===== config.mk =====
export PLATFORM = sky130hd
export DESIGN_NAME = bin2bcd_seq
export DESIGN_NICKNAME = d
export VERILOG_FILES = /design/src/rtl/bin2bcd_pkg.sv /design/src/rtl/bcd_digit_adj.sv /design/src/rtl/bin2bcd_seq.sv
export SDC_FILE = /design/constraint.sdc
export NUM_CORES = 1
export LEC_CHECK = 0
export CAP_MARGIN = 25
export CORE_MARGIN = 3
export CORE_UTILIZATION = 40
export DETAILED_ROUTE_END_ITERATION = 8
export DONT_BUFFER_PORTS = 1
export SLEW_MARGIN = 20
export SYNTH_ARGS = -nofsm -noshare
export SYNTH_HDL_FRONTEND = slang
export SYNTH_SLANG_ARGS = --single-unit

===== constraint.sdc =====
create_clock -name clk_i -period 1.8 [get_ports clk_i]
set_input_delay 0.54 -clock clk_i [delete_from_list [all_inputs] [get_ports clk_i]]
set_output_delay 0.54 -clock clk_i [all_outputs]
set_load 0.005 [all_outputs]

===== src/rtl/bin2bcd_pkg.sv =====
// bin2bcd_pkg: shared types and constants for the sequential binary-to-BCD converter
package bin2bcd_pkg;
   typedef enum logic [1:0] {IDLE, SHIFT, DONE} state_e;
   localparam int BCD_W = 4;
   localparam logic [BCD_W-1:0] ADJ_THRESH = 4'd5;
   localparam logic [BCD_W-1:0] ADJ_ADD = 4'd3;
endpackage


===== src/rtl/bcd_digit_adj.sv =====
// bcd_digit_adj: add-3 correction applied to one BCD digit before each double-dabble shift
module bcd_digit_adj
   import bin2bcd_pkg::*;
(
   input  logic [BCD_W-1:0] d_i,
   output logic [BCD_W-1:0] d_o
);
   assign d_o = (d_i >= ADJ_THRESH) ? d_i + ADJ_ADD : d_i;
endmodule


===== src/rtl/bin2bcd_seq.sv =====
// bin2bcd_seq: iterative shift-add-3 binary-to-BCD converter with valid/ready on both sides
module bin2bcd_seq
   import bin2bcd_pkg::*;
#(
   parameter int WIDTH = 8,
   parameter int DIGITS = 3
) (
   input  logic                      clk_i,
   input  logic                      rst_i,
   input  logic                      in_valid_i,
   output logic                      in_ready_o,
   input  logic [WIDTH-1:0]          data_i,
   output logic                      out_valid_o,
   input  logic                      out_ready_i,
   output logic [BCD_W*DIGITS-1:0]   bcd_o
);
   localparam int CW = $clog2(WIDTH + 1);
   localparam int SW = BCD_W * DIGITS;

   if (10.0 ** DIGITS - 1.0 < 2.0 ** WIDTH - 1.0) begin : g_bad_digits
      $error("bin2bcd_seq: DIGITS too small for WIDTH");
   end

   state_e          state_q, state_d;
   logic [CW-1:0]   cnt_q, cnt_d;
   logic [WIDTH-1:0] bin_q, bin_d;
   logic [SW-1:0]   scr_q, scr_d, scr_adj, bcd_q, bcd_d;
   logic [SW+WIDTH-1:0] sh;
   logic            accept, last;

   for (genvar g = 0; g < DIGITS; g++) begin : g_adj
      bcd_digit_adj u_adj (
         .d_i(scr_q[g*BCD_W +: BCD_W]),
         .d_o(scr_adj[g*BCD_W +: BCD_W])
      );
   end

   assign sh     = {scr_adj, bin_q} << 1;
   assign accept = (state_q == IDLE) && in_valid_i;
   assign last   = (state_q == SHIFT) && (cnt_q == CW'(WIDTH - 1));

   always_ff @(posedge clk_i) begin
      if (rst_i) begin
         state_q <= IDLE;
         cnt_q   <= '0;
         bin_q   <= '0;
         scr_q   <= '0;
         bcd_q   <= '0;
      end else begin
         state_q <= state_d;
         cnt_q   <= cnt_d;
         bin_q   <= bin_d;
         scr_q   <= scr_d;
         bcd_q   <= bcd_d;
      end
   end

   always_comb begin
      state_d = state_q;
      case (state_q)
         IDLE:    state_d = in_valid_i ? SHIFT : IDLE;
         SHIFT:   state_d = last ? DONE : SHIFT;
         DONE:    state_d = out_ready_i ? IDLE : DONE;
         default: state_d = IDLE;
      endcase
   end

   always_comb begin
      cnt_d = accept ? '0 : (state_q == SHIFT) ? cnt_q + 1'b1 : cnt_q;
      bin_d = accept ? data_i : (state_q == SHIFT) ? sh[WIDTH-1:0] : bin_q;
      scr_d = accept ? '0 : (state_q == SHIFT) ? sh[SW+WIDTH-1:WIDTH] : scr_q;
      bcd_d = last ? sh[SW+WIDTH-1:WIDTH] : bcd_q;
   end

   always_comb begin
      in_ready_o  = (state_q == IDLE);
      out_valid_o = (state_q == DONE);
      bcd_o       = bcd_q;
   end
endmodule


==> results.yml, run 1 <==
logic_synthesis:
  netlist_area_um2: 1660
  ys_seq_area_share_pct: 45.8
  synth_seq_cells: 38
  synth-async-reset-ratio_pct: 0
  synth_edf_count: 0
  syn_nets: 210
  synth.most_common_cell: "dfxtp_1"
  synthFlopType: "dfxtp_1"
  synth_cell_type_count: 30
  synth_top_area_share_pct: 45.8
  syn_inst: 191
  synth_area_per_cell_um2: 8.70
  synthTopCellsByCount: "dfxtp_1, a21oi_1, nand2_1"
  yosys.area.top_type: "dfxtp_1"
  synth_area_leaders: "dfxtp_1, a21oi_1, ha_1"
  synth_warnings: 0
die:
  die_w_um: 70.5
  die_h_um: 70.5
  start_util_pct: 43.4
  dieArea_um2: 4960
  rows: 22
  ioPinCount: 26
  design.core.area_um2: 3830
worst_setup_path:
  arrival_ps: 1850
  crit_fanout: 3
  crit_type: "register to register"
  cp-end-kind: "register"
  critPathLaunchType: "register"
  ff2ff_path_depth: 6
  cp.required_ps: 2020
timing:
  finalClockSkew_ps: 6.35
  worst_slew_pin_slew_ps: 408
  period_minus_slack_ps: 1640
  rsz0062_at_grt: "no"
  finalSetupViolCount: 0
  fin_crit_sh_pct: 90.9
  fin_tns_setup_ps: 0
  relSlewSlack_pct: 72.7
  slew_viol_final: 0
  final_hold_viol_count: 0
  fmax_mhz: 611
final_layout:
  diodes: 0
  seqCellArea_um2: 761
  fillers: 374
  postLayoutCellArea_um2: 1810
  multi_input_area_um2: 828
  nets: 212
  layout-drive-gt1-share_pct: 8.76
  area_delta_synth_final_pct: 8.89
global_routing:
  grtUsageTotal_pct: 14.7
  antenna_found_initial: 0
  grt_pass1_wl_um: 5800
  grt_max_degree: 26
  grt_remaining_overflow: 0
  first_global_vias: 1282
clock_tree:
  cts_resized: 0
  clockRootBuffer: "clkbuf_8"
  clock_latency_ps: 290
  clock-sinks: 38
  cts_tree: "done"
  clockBufferDepth: 2
  clk_pin_slew_ps: 70
  htreeDepth: 2
  numCtsBuffers: 5
  postCtsSetupBuffers: 0
  postCtsHoldBufs: 0
detailed_routing:
  viasPerCell: 5.55
  routed_wirelength_um: 3410
  num_vias: 1343
  drt_first_iter_violations: 56
  ant_nets: 0
  post_drt_wl_per_cell_um: 14.1
  drc: 0
  firstDrtPassIters: 4
run_status:
  outcome: "finished clean"
power:
  p_per_area_nw_per_um2: 873
  p_leak_nw: 0.606
  ir_drop_uv: 419
placement:
  port_buffers: 0
  gp_congestion: 0.848
  hpwl_um: 2480
  placed_cell_area_um2: 1720
hold_path:
  holdPathStages: 1
  hp-class: "primary input to register"
run:
  drv_cap: 0
==> path summary, 6_finish.rpt <==
path,start,endpoint,slack (ps)
setup reg to reg,scr_q[1],bcd_o[2],160
hold / removal,rst_i,bcd_o[3],320
hold reg to reg,bin_q[4],bin_q[4],450
setup / recovery,scr_q[1],bcd_o[2],160
==> critical path, stage by stage, from the launching register on <==
cell and delay (ps):
dfxtp_1 360, inv_1 80, ha_1 180, nand2b_1 160, a21oi_1 250, mux2_2 390
o22ai_1 160
==> where the power goes <==
group          switching (mW)  internal, mW
registers              0.0149         0.860
clock network           0.284         0.309
logic                  0.0674        0.0433
total                   0.366          1.21
==> cell families (layout without fill, tap and decap cells) <==
logic type      after synthesis  after routing  synth area share [%]
buf+inv                      16             19                  4.37
compound gates               55             55                  19.1
flops                        38             38                  45.8
simple gates                 65             65                  19.7
xor+xnor                      6              6                  3.16
fa+ha+maj                     7              7                  5.27
mux                           4              4                  2.64
==> metal layers <==
metal  global-route usage (%)  wire length [µm]  part of all wire [%]  vias to the layer above
li1                         -                 -                     -                      668
met1                     17.6              1570                    46                      647
met4                     5.32                51                   1.5                        0
met3                     5.61               140                   4.1                        6
met2                     23.8              1650                    48                       22
met5                        0                 0                     0                        -
==> placed cells by master (no fill, tap or decap), drive strengths merged, types with 5 or more instances in the layout <==
master,n
a21oi,24
a22oi,7
clkbuf,7
dfxtp,38
ha,7
inv,7
nand2,19
nand2b,10
nand3,6
nor2,18
nor3b,5
o21ai,10
o22ai,9
==> state kept, by name (all words and copies together), names as in the netlist <==
| signal | flops |
|---|---|
| cnt_q | 4 |
| scr_q | 12 |
| bcd_o | 12 |
| state_q | 2 |
| bin_q | 8 |
==> area by class of cell <==
| type | count | area share, % |
|---|---|---|
| Sequential cell | 38 | 42.0 |
| Clock inverter | 1 | 0.277 |
| Clock buffer | 7 | 4.77 |
| Tap cell | 48 | 3.32 |
| Inverter | 7 | 1.45 |
| Timing Repair Buffer | 4 | 2.35 |
| Multi-Input combinational cell | 137 | 45.8 |
==> per-stage QoR <==
step	cells	utilization, %	hold slack, ps	worst slack (ps)	total power, mW
6_report	242	47.3	317	163	1.58
5_1_grt	242	47.3	298	20.0	1.66
4_1_cts	242	47.3	304	158	1.60
3_5_place_dp	234	44.9	445	179	1.01
3_3_place_gp	234	44.9	438	246	1.00
2_1_floorplan	191	-	436	338	0.984
Note: power is estimated with default switching activity, not from simulation.
==> inputs of run 2 (changes only) <==
--- a/config.mk
+++ b/config.mk
@@ -7,9 +7,10 @@
 export LEC_CHECK = 0
 export CAP_MARGIN = 25
 export CORE_MARGIN = 3
-export CORE_UTILIZATION = 40
+export CORE_UTILIZATION = 50
 export DETAILED_ROUTE_END_ITERATION = 8
 export DONT_BUFFER_PORTS = 1
+export RECOVER_POWER = 50
 export SLEW_MARGIN = 20
 export SYNTH_ARGS = -nofsm -noshare
 export SYNTH_HDL_FRONTEND = slang
==> results.yml, run 2 (synthesized netlist as in run 1, its figures left out) <==
power:
  p_leak_nw: 0.597
  p_per_area_nw_per_um2: 891
  ir_drop_uv: 489
detailed_routing:
  post_drt_wl_per_cell_um: 14.3
  firstDrtPassIters: 4
  drt_first_iter_violations: 80
  ant_nets: 0
  viasPerCell: 5.59
  num_vias: 1331
  drc: 0
  routed_wirelength_um: 3400
worst_setup_path:
  critPathLaunchType: "register"
  reg2reg_to: "bcd_o[3]"
  crit_fanout: 17
  ff2ff_path_depth: 6
  arrival_ps: 1890
  crit_end: "bcd_o[3]"
  r2r_setup_slack_ps: 160
  cp-end-kind: "register"
  cp.required_ps: 2050
  cp-startpoint: "cnt_q[0]"
  crit_type: "register to register"
  r2r-start: "cnt_q[0]"
clock_tree:
  clockBufferDepth: 2
  clockRootBuffer: "clkbuf_4"
  numCtsBuffers: 5
  postCtsHoldBufs: 0
  clock_latency_ps: 350
  clock-sinks: 38
  clk_pin_slew_ps: 120
  cts_tree: "done"
  htreeDepth: 2
timing:
  period_minus_slack_ps: 1640
  relSlewSlack_pct: 68.8
  final_hold_viol_count: 0
  worst_slew_pin_slew_ps: 468
  finalSetupViolCount: 0
  fin_crit_sh_pct: 90.8
  slew_viol_final: 0
  fin_tns_setup_ps: 0
  fmax_mhz: 612
  finalClockSkew_ps: 15.4
  rsz0062_at_grt: "no"
die:
  design.core.area_um2: 3100
  ioPinCount: 26
  die_w_um: 63.6
  start_util_pct: 53.5
  rows: 20
  die_h_um: 63.6
  dieArea_um2: 4050
final_layout:
  nets: 213
  final_cell_mix: "dfxtp_1, a21oi_1, nand2_1"
  area_delta_synth_final_pct: 7.15
  final_common_cell: "dfxtp_1"
  layout-drive-gt1-share_pct: 8.25
  fin_cells: 238
  diodes: 0
run:
  drv_cap: 0
hold_path:
  hp-class: "primary input to register"
placement:
  port_buffers: 0
  hpwl_um: 2360
  gp_congestion: 0.797
  dp.cells: 231
global_routing:
  antenna_found_initial: 0
  grt_remaining_overflow: 0
  grtUsageTotal_pct: 18.3
  grt_max_degree: 26
  first_global_vias: 1315
  grt_pass1_wl_um: 5870
run_status:
  outcome: "finished clean"
==> run 2: worst min-delay path by stage <==
stage | endpoint | depth (start not counted) | start
after floorplan | bin_q[1] | 2 | bin_q[1]
after global placement | bin_q[6] | 2 | bin_q[6]
after detailed placement | bin_q[4] | 2 | bin_q[4]
after CTS | state_q[1] | 1 | rst_i
after global routing | bcd_o[4] | 1 | rst_i
final | bcd_o[7] | 1 | rst_i
==> run 2: metrics by stage <==
step	utilization [%]	worst slack, ps	hold slack, ps	cell area (µm²)	total power, mW
floorplan	-	338	436	1660	0.984
CTS	57.7	189	237	1790	1.60
finish	57.4	165	247	1780	1.59
global placement	55.0	268	436	1710	1.00
detailed placement	55.0	214	443	1710	1.01
global route	57.4	53.9	213	1780	1.66
==> run 2: critical path, stage by stage (launching register included) <==
cell      delay (ps)
dfxtp_1          400
ha_1             190
nand3b_1         120
nor2_1           170
clkbuf_2         370
nor2_1            70
a311oi_1         230
==> run 2: repair_timing <==
action	in CTS	in global routing
resized for setup	0	1
setup buffers	0	0
setup endpoints to repair	0	1
==> run 2: where the power goes <==
group,internal [mW],switching (mW),total [mW]
clock network,0.323,0.276,0.599
logic,0.0423,0.0696,0.112
registers,0.860,0.0152,0.876
total,1.23,0.360,1.59
==> run 2: layer usage <==
metal	wire length (µm)	GRT usage [%]	vias to the layer above	share of wire [%]
met4	53	5.39	0	1.6
met5	0	0	-	0
met2	1620	30.2	30	48
met3	180	6.95	8	5.3
met1	1550	22.1	620	45
li1	-	-	673	-
==> run 2: final cells by class <==
type,instances,area [µm²]
Fill cell,325,1320
Multi-Input combinational cell,137,830
Sequential cell,38,761
Tap cell,44,55.1
Clock buffer,6,51.3
Clock inverter,1,30.0
Timing Repair Buffer,5,27.5
Inverter,7,26.3
